## config.mk

```make
export PLATFORM = sky130hd
export DESIGN_NAME = rv32i_writeback
export DESIGN_NICKNAME = d
export VERILOG_FILES = /design/src/rtl/rv32i_pkg.sv /design/src/rtl/rv32i_load_align.sv /design/src/rtl/rv32i_writeback.sv
export SDC_FILE = /design/constraint.sdc
export NUM_CORES = 1
export LEC_CHECK = 0
export BUFFER_PORTS_ARGS = -buffer_cell sky130_fd_sc_hd__buf_2
export CAP_MARGIN = 10
export CORE_ASPECT_RATIO = 1.25
export CORE_MARGIN = 2
export CORE_UTILIZATION = 53
export CTS_CLUSTER_SIZE = 8
export DETAILED_ROUTE_END_ITERATION = 10
export PLACE_DENSITY_LB_ADDON = 0.1
export SETUP_SLACK_MARGIN = 0.4
export SLEW_MARGIN = 20
export SYNTH_ARGS = -nofsm -noshare
export SYNTH_HDL_FRONTEND = slang
export SYNTH_SLANG_ARGS = --single-unit
```

## constraint.sdc

```tcl
create_clock -name clock -period 2.7 [get_ports clock]
set_clock_uncertainty 0.2 [all_clocks]
set_input_delay 0.405 -clock clock [delete_from_list [all_inputs] [get_ports clock]]
set_output_delay 0.405 -clock clock [all_outputs]
set_load 0.02 [all_outputs]
```

## src/rtl/rv32i_pkg.sv

```systemverilog
// Shared definitions for the RV32I writeback slice.
//   wb_sel_e   : writeback result source selector
//   load_f3_e  : load-type funct3 codes
//   INSTRET_W  : width of the retired-instruction counter
package rv32i_pkg;

    typedef enum logic [1:0] {
        WB_ALU  = 2'b00,
        WB_LOAD = 2'b01,
        WB_PC4  = 2'b10,
        WB_RSVD = 2'b11
    } wb_sel_e;

    typedef enum logic [2:0] {
        F3_LB  = 3'b000,
        F3_LH  = 3'b001,
        F3_LW  = 3'b010,
        F3_LBU = 3'b100,
        F3_LHU = 3'b101
    } load_f3_e;

    localparam int unsigned INSTRET_W = 64;

endpackage

```

## src/rtl/rv32i_load_align.sv

```systemverilog
// Combinational load extraction: picks the byte/half lane from a word-aligned
// read, sign- or zero-extends it, and flags misaligned half/word accesses.
//   funct3     : load type (unlisted codes behave as LW)
//   addr       : low two bits of the effective address
//   rdata      : word-aligned memory read data
//   data       : extended load result
//   misaligned : access not naturally aligned for its size
module rv32i_load_align
    import rv32i_pkg::*;
#(
    parameter int unsigned Reg_width = 32
) (
    input  logic [2:0]           funct3,
    input  logic [1:0]           addr,
    input  logic [Reg_width-1:0] rdata,
    output logic [Reg_width-1:0] data,
    output logic                 misaligned
);

    logic [7:0]  byte_v;
    logic [15:0] half_v;

    always_comb begin
        byte_v     = rdata[{addr, 3'b000} +: 8];
        half_v     = rdata[{addr[1], 4'b0000} +: 16];
        data       = rdata;
        misaligned = 1'b0;
        case (funct3)
            F3_LB:  data = {{(Reg_width-8){byte_v[7]}}, byte_v};
            F3_LBU: data = {{(Reg_width-8){1'b0}}, byte_v};
            F3_LH: begin
                data       = {{(Reg_width-16){half_v[15]}}, half_v};
                misaligned = addr[0];
            end
            F3_LHU: begin
                data       = {{(Reg_width-16){1'b0}}, half_v};
                misaligned = addr[0];
            end
            default: begin
                data       = rdata;
                misaligned = (addr != 2'b00);
            end
        endcase
    end

endmodule

```

## src/rtl/rv32i_writeback.sv

```systemverilog
// RV32I MEM/WB pipeline register and writeback stage.
//   clock, reset    : rising-edge clock, synchronous active-high reset
//   in_*            : MEM-stage instruction fields (captured when valid, not flushed)
//   wb_enable       : register-file write strobe
//   wb_reg, wr_data : register-file write index and data (held while idle)
//   load_misaligned : one-cycle fault pulse for a misaligned load
//   fault_addr      : address of the most recent misaligned load
//   instret         : retired-instruction counter
module rv32i_writeback
    import rv32i_pkg::*;
#(
    parameter int unsigned Reg_width      = 32,
    parameter int unsigned Reg_depth_bits = 5
) (
    input  logic                      clock,
    input  logic                      reset,
    input  logic                      in_valid,
    input  logic                      in_flush,
    input  logic                      in_wb_en,
    input  logic [Reg_depth_bits-1:0] in_rd,
    input  logic [1:0]                in_wb_sel,
    input  logic [2:0]                in_funct3,
    input  logic [Reg_width-1:0]      in_alu_result,
    input  logic [Reg_width-1:0]      in_pc_plus4,
    input  logic [Reg_width-1:0]      in_mem_rdata,
    output logic                      wb_enable,
    output logic [Reg_depth_bits-1:0] wb_reg,
    output logic [Reg_width-1:0]      wr_data,
    output logic                      load_misaligned,
    output logic [Reg_width-1:0]      fault_addr,
    output logic [INSTRET_W-1:0]      instret
);

    logic                      valid_q;
    logic                      wb_en_q;
    logic [Reg_depth_bits-1:0] rd_q;
    wb_sel_e                   sel_q;
    logic [2:0]                funct3_q;
    logic [Reg_width-1:0]      alu_q;
    logic [Reg_width-1:0]      pc4_q;
    logic [Reg_width-1:0]      rdata_q;
    logic [Reg_width-1:0]      fault_q;
    logic [INSTRET_W-1:0]      instret_q;

    logic [Reg_width-1:0]      load_data;
    logic                      align_mis;
    logic                      misaligned_q;
    logic                      accept;

    assign accept = in_valid && !in_flush;

    // Fields are only overwritten on an accepted instruction, so the
    // write index/data naturally hold across idle or flushed cycles.
    always_ff @(posedge clock) begin
        if (reset) begin
            valid_q   <= 1'b0;
            wb_en_q   <= 1'b0;
            rd_q      <= '0;
            sel_q     <= WB_ALU;
            funct3_q  <= '0;
            alu_q     <= '0;
            pc4_q     <= '0;
            rdata_q   <= '0;
            fault_q   <= '0;
            instret_q <= '0;
        end else begin
            valid_q <= accept;
            if (accept) begin
                wb_en_q  <= in_wb_en;
                rd_q     <= in_rd;
                sel_q    <= wb_sel_e'(in_wb_sel);
                funct3_q <= in_funct3;
                alu_q    <= in_alu_result;
                pc4_q    <= in_pc_plus4;
                rdata_q  <= in_mem_rdata;
            end
            if (misaligned_q) begin
                fault_q <= alu_q;
            end
            if (valid_q && !misaligned_q) begin
                instret_q <= instret_q + 1'b1;
            end
        end
    end

    rv32i_load_align #(
        .Reg_width (Reg_width)
    ) u_align (
        .funct3     (funct3_q),
        .addr       (alu_q[1:0]),
        .rdata      (rdata_q),
        .data       (load_data),
        .misaligned (align_mis)
    );

    assign misaligned_q = valid_q && (sel_q == WB_LOAD) && align_mis;

    always_comb begin
        wr_data = '0;
        case (sel_q)
            WB_ALU:  wr_data = alu_q;
            WB_LOAD: wr_data = load_data;
            WB_PC4:  wr_data = pc4_q;
            default: wr_data = '0;
        endcase
    end

    assign wb_enable       = valid_q && wb_en_q && (rd_q != '0) && !misaligned_q;
    assign wb_reg          = rd_q;
    assign load_misaligned = misaligned_q;
    // The faulting address must be visible in the pulse cycle itself, so it
    // is forwarded from the pipeline register and then held in fault_q.
    assign fault_addr      = misaligned_q ? alu_q : fault_q;
    assign instret         = instret_q;

endmodule

```

==> results.tsv, run 1 <==
stage	metric	value	unit
outcome	status	complete, but fails checks	
outcome	violations	negative setup slack	
place	hpwl	20400	um
worst_setup_path	path_cells	mux4_2 > and2_4 > o2111ai_4 > buf_6 > o211ai_1 > buf_4	
synth	synthesis.nets	1265	
worst_setup_path	regToRegSetupSlack	0.18	ns
worst_setup_path	worstPathRequired	2.10	ns
clock_network	cts_made_buffers	29	
global_route	grt_overflow_total	0	
floorplanning	core	0.0173	sq mm
synth	ys_seq_area_frac	0.439	
layout	num-nets-final	1652	
timing	min_period	2.89	ns
worst_setup_path	cp-startpoint	alu_q[0]$_SDFFE_PP0P_	
layout	final_core_util	0.831	
clock_network	cts_root_buf	clkbuf_16	
pwr	ir_worst_vdd	480	uV
layout	mostFrequentLayoutCell	nand2_1	
pwr	p_seq_frac	0.440	
worst_setup_path	reg2reg_from	alu_q[0]$_SDFFE_PP0P_	
route	drcViolationCount	0	
timing	slew_violations	0	
global_route	gr-usage-all-layers	0.331	
floorplanning	die_w	122	um
synth	synthDistinctLibCells	50	
timing	hold_violations	0	
layout	layout-drive-gt1-share	0.341	
global_route	grt_pass1_wl	49300	um
synth	synth_ff_type	dfxtp_1	
route	ant_nets	0	
worst_setup_path	endpoint_kind	output port	
worst_setup_path	path_class	flop to output port	
clock_network	cts_tree	built	
min_path	min-delay-start	in_flush	
layout	final_cell_mix	263 x nand2_1, 193 x buf_2, 192 x dfxtp_1, 139 x a21oi_1, 107 x dlygate4sd3_1	
pwr	p_comb_frac	0.111	
timing	grt_setup_unrepaired	yes	
clock_network	cts_sinks	204	
global_route	antenna_found_initial	0	
synth	syn_avg_cell_area	8.06	sq um
layout	antennaDiodeCount	0	
worst_setup_path	worst_setup_path_start_kind	flop	
place	globalplace.congestion	0.973	
timing	fin_ws	-0.187	ns
global_route	grt_max_degree	60	
worst_setup_path	arrival	2.28	ns
route	firstDrtPassIters	5	
timing	fmax	0.346	GHz
timing	finalSetupViolCount	64	
worst_setup_path	crit_fanout	3	
synth	synthArstFlopShare	0	
place	place_ws	0.152	ns
layout	final_area	0.0144	sq mm
synth	yosysWarnings	0	
synth	ys_ff_latch	204	
layout	area_growth	54.6	%
timing	fin_tns_setup	-6.03	ns
pwr	internal-power	5.42	mW
clock_network	clk_pin_slew	0.05	ns
synth	synth_edf_count	0	
route	wl_per_cell	20.1	um
worst_setup_path	crit_path_top_delay_cell	mux4_2	
route	vias_per_cell	5.97	
worst_setup_path	slowest_delay	0.49	ns
timing	worstMarginPinSlew	0.645	ns
layout	largest_reg_flops	64	
clock_network	clockBufferDepth	3	
place	dpl-instance-area	0.0109	sq mm
pwr	power.switching	1.78	mW
pwr	p_per_area	501	mW/mm^2
floorplanning	die_h	152	um
route	drtIter0Drc	708	
floorplanning	io-pin-count	246	
timing	period_share	1.07	
pwr	p_leak	5.75	nW
synth	netlist_area	0.00929	sq mm
floorplanning	initial_core_util	0.537	
min_path	hp-class	input pin to flop	
floorplanning	rows	54	
route	num_vias	10500	
clock_network	cts_max_level	1	
timing	relSlewSlack	0.570	
pwr	clkPwrFrac	0.449	
synth	syn_inst	1153	
pwr	swShare	0.247	
place	io_buffers	245	
run	maxCapViolCount	0	
floorplanning	dieArea	0.0186	sq mm
route	wirelength	35500	um
global_route	grt_pass1_vias	9783	
clock_network	clk_latency	0.53	ns
-- worst max-delay path: cells and delay by family, from the launching register on --
kind,cells,cell delay (ns)
and+or+nand+nor,1,0.19
AOI/OAI and AO/OA,2,0.37
muxes,1,0.49
DFF,1,0.35
buffers and inverters,2,0.35
-- final cells by class --
| cell class | instances | area, sq um |
|---|---|---|
| multi-input cells | 854 | 5720 |
| clock buffers | 29 | 726 |
| inverters | 16 | 60.1 |
| flip-flops and latches | 204 | 4110 |
| fillers | 1052 | 2930 |
| repair buffers | 435 | 3430 |
| well taps | 224 | 280 |
| clock inverters | 2 | 38.8 |
-- Yosys cell counts, types with 7 or more instances --
cell type / number / share of area
nand2_1: 266 / 0.11
dfxtp_1: 204 / 0.44
a21oi_1: 159 / 0.086
clkbuf_1: 54 / 0.022
nor2b_1: 53 / 0.036
nor2_1: 52 / 0.021
o21ai_0: 39 / 0.021
mux2_2: 34 / 0.041
nand4_1: 30 / 0.020
mux2i_1: 25 / 0.027
or3_1: 25 / 0.017
nand3_1: 24 / 0.013
nor4_1: 19 / 0.013
o211ai_1: 17 / 0.014
xnor2_1: 17 / 0.016
inv_1: 15 / 0.0061
or4_1: 15 / 0.012
o31ai_1: 13 / 0.011
buf_2: 12 / 0.0065
xor2_1: 9 / 0.0085
buf_1: 8 / 0.0032
nor3_1: 8 / 0.0043
o221ai_1: 8 / 0.0075
o32ai_1: 7 / 0.0066
-- final timing paths --
| path | cells past startpoint | to |
|---|---|---|
| worst max-delay path | 6 | wr_data[31] |
| worst min-delay path | 4 | funct3_q[1]$_SDFFE_PP0P_ |
| worst max register to register | 11 | instret[51]$_SDFFE_PP0P_ |
| worst min register to register | 2 | pc4_q[12]$_SDFFE_PP0P_ |
-- cells by family (layout without fill, tap and decap cells) --
group | Yosys count | after routing | synth area share
AND/OR/NAND/NOR | 514 | 514 | 0.266
AO/OA/AOI/OAI | 253 | 253 | 0.155
flip-flops | 204 | 204 | 0.439
buffers and inverters | 95 | 482 | 0.0424
multiplexers | 60 | 60 | 0.0705
XOR/XNOR | 26 | 26 | 0.0245
adder cells (fa/ha/maj) | 1 | 1 | 0.00135
-- metal layers --
metal | vias to the layer above | wire length (um) | GRT usage
li1 | 4770 | - | -
met1 | 4960 | 12400 | 0.374
met2 | 616 | 17700 | 0.561
met3 | 192 | 2670 | 0.0537
met4 | 0 | 2690 | 0.229
met5 | - | 0 | 0
-- stage by stage --
stage	cells	power, mW	hold WS (ns)
global route	1764	7.39	0.0821
floorplan	1153	3.52	0.233
finish	1764	7.20	0.0805
global placement	1581	3.75	0.241
CTS	1737	7.09	0.0229
detailed placement	1581	3.76	0.247
-- power by group through the flow --
stage                     logic [mW]  clock network, mW  registers, mW
after global placement         0.533                  0           3.22
after global routing           0.851               3.37           3.17
after floorplan                0.324                  0           3.19
final                          0.801               3.23           3.17
after CTS                      0.718               3.21           3.16
after detailed placement       0.538                  0           3.22
-- timing repair --
| action | 4_1_cts | 5_1_grt |
|---|---|---|
| gates resized for setup | 92 | 229 |
| pin swaps | 23 | 59 |
| setup endpoints to repair | 80 | 91 |
| hold buffers | 106 | 1 |
| setup buffers | 18 | 19 |
| hold endpoints to repair | 106 | 1 |
| gates cloned | 1 | 7 |
(Power assumes the default switching activity.)
==> run 2: changes to the inputs <==
- CORE_UTILIZATION: 53 -> 26
- SLEW_MARGIN: 20 -> 30
==> results.tsv, run 2 (synthesized netlist as in run 1, its figures left out) <==
stage	metric	value	unit
clock_network	cts_max_level	1	
place	io_buffers	245	
worst_setup_path	cp_num_buf_inv	1	
worst_setup_path	worstPathRequired	2.10	ns
global_route	grt_pass1_wl	56400	um
pwr	p_per_area	500	mW/mm^2
worst_setup_path	crit_family	compound AO/OA/AOI/OAI gates	
pwr	p_leak	5.56	nW
timing	worstMarginPinSlew	0.532	ns
layout	final_core_util	0.404	
floorplanning	io-pin-count	246	
pwr	p_seq_frac	0.445	
timing	finalSetupViolCount	52	
global_route	use_met2	0.367	
route	ant_nets	0	
global_route	grtUsageMet1	0.220	
layout	final_cell_mix	261 x nand2_1, 222 x buf_2, 179 x dfxtp_1, 154 x a21oi_1, 108 x dlygate4sd3_1	
outcome	violations	negative setup slack	
clock_network	cts_root_buf	clkbuf_16	
floorplanning	die_w	173	um
layout	area_growth	53.3	%
pwr	clkPwrFrac	0.448	
worst_setup_path	worst_setup_path_start_kind	flop	
route	drcViolationCount	0	
worst_setup_path	arrival	2.28	ns
worst_setup_path	slowest_delay	0.48	ns
floorplanning	core	0.0353	sq mm
timing	grt_setup_unrepaired	yes	
floorplanning	dieArea	0.0373	sq mm
timing	timing.hold.ws	0.0557	ns
route	drtIter0Drc	446	
route	wirelength	37500	um
clock_network	clockBufferDepth	3	
pwr	p_comb_frac	0.108	
worst_setup_path	crit_path_top_delay_cell	mux4_2	
place	globalplace.congestion	0.801	
place	place_ws	0.111	ns
layout	layout-drive-gt1-share	0.329	
clock_network	cts_sinks	204	
place	hpwl	26400	um
global_route	use_met3	0.0381	
timing	relSlewSlack	0.646	
layout	antennaDiodeCount	0	
route	firstDrtPassIters	5	
global_route	grt_overflow_total	0	
timing	slew_violations	0	
floorplanning	rows	77	
worst_setup_path	endpoint_kind	output port	
route	vias_per_cell	4.77	
clock_network	cts_tree	built	
clock_network	cts_made_buffers	29	
global_route	antenna_found_initial	1	
layout	largest_reg_flops	64	
timing	period_share	1.07	
global_route	grt_max_degree	64	
worst_setup_path	path_class	flop to output port	
run	maxCapViolCount	0	
timing	min_period	2.89	ns
timing	fin_ws	-0.188	ns
floorplanning	die_h	215	um
route	wl_per_cell	18.5	um
worst_setup_path	crit_fanout	8	
global_route	busiest_layer	met2	
pwr	internal-power	5.33	mW
global_route	grt_pass1_vias	9533	
clock_network	clk_pin_slew	0.05	ns
layout	mostFrequentLayoutCell	nand2_1	
floorplanning	initial_core_util	0.264	
worst_setup_path	path_cells	mux4_2 > and2_4 > a21o_4 > o221ai_2 > o21ai_1 > buf_2	
pwr	power.switching	1.79	mW
global_route	gr-usage-all-layers	0.192	
pwr	ir_worst_vdd	367	uV
route	num_vias	9652	
clock_network	clk_latency	0.55	ns
min_path	hp-class	input pin to flop	
layout	num-nets-final	1659	
outcome	status	complete, but fails checks	
timing	fmax	0.346	GHz
pwr	swShare	0.252	
timing	hold_violations	0	
==> run 2: changes by cell type in the layout (fill, tap and decap cells not counted), sizes merged <==
cell         change
bufinv           -1
inv              -1
dlygate4sd3      +1
buf              +7
clkbuf           +3
==> run 2: stage by stage <==
stage	instance area, sq um	setup TNS [ns]	power (mW)	cells
detailed placement	11300	0	3.80	1838
CTS	13600	-9.10	7.23	1995
global placement	11300	0	3.80	1838
floorplan	9360	0	3.52	1153
global route	14200	-9.54	7.42	2023
finish	14200	-5.62	7.12	2023
==> run 2: power by group through the flow <==
stage                     Clock, mW  Combinational [mW]  Sequential (mW)
after CTS                      3.31               0.746             3.17
after detailed placement          0               0.571             3.23
final                          3.19               0.767             3.16
after floorplan                   0               0.324             3.19
after global routing           3.41               0.832             3.17
after global placement            0               0.569             3.23
==> run 2: repair_timing <==
action                     4_1_cts  5_1_grt
hold endpoints to repair       106        0
setup buffers                   14       25
hold buffers                   108        0
setup endpoints to repair       85       89
gates cloned                     2        3
pin swaps                       22       31
resized for setup               90      101
==> run 2: worst paths after layout <==
check / from / endpoint / slack [ns] / depth (start not counted)
max: alu_q[0]$_SDFFE_PP0P_ / wr_data[10] / -0.19 / 6
min: in_funct3[0] / funct3_q[0]$_SDFFE_PP0P_ / 0.06 / 3
max reg2reg: alu_q[0]$_SDFFE_PP0P_ / instret[34]$_SDFFE_PP0P_ / 0.38 / 9
min reg2reg: pc4_q[25]$_SDFFE_PP0P_ / pc4_q[25]$_SDFFE_PP0P_ / 0.25 / 2
==> run 2: per-layer routing <==
layer  up-vias  wire, um
met5         -        13
li1       4804         -
met4         2       602
met1      4570     15000
met2       243     19800
met3        33      2060
==> run 2: cell type report <==
| class | count | area, sq um |
|---|---|---|
| Fill cell | 3653 | 21000 |
| Multi-Input combinational cell | 854 | 5420 |
| Clock buffer | 33 | 741 |
| Timing Repair Buffer | 442 | 3290 |
| Inverter | 16 | 60.1 |
| Tap cell | 474 | 593 |
| Sequential cell | 204 | 4140 |
==> run 2: tightest hold or removal path, cell delays in order <==
cell and delay (ns):
buf_2 0.10, nand2_1 0.17, a21oi_1 0.09
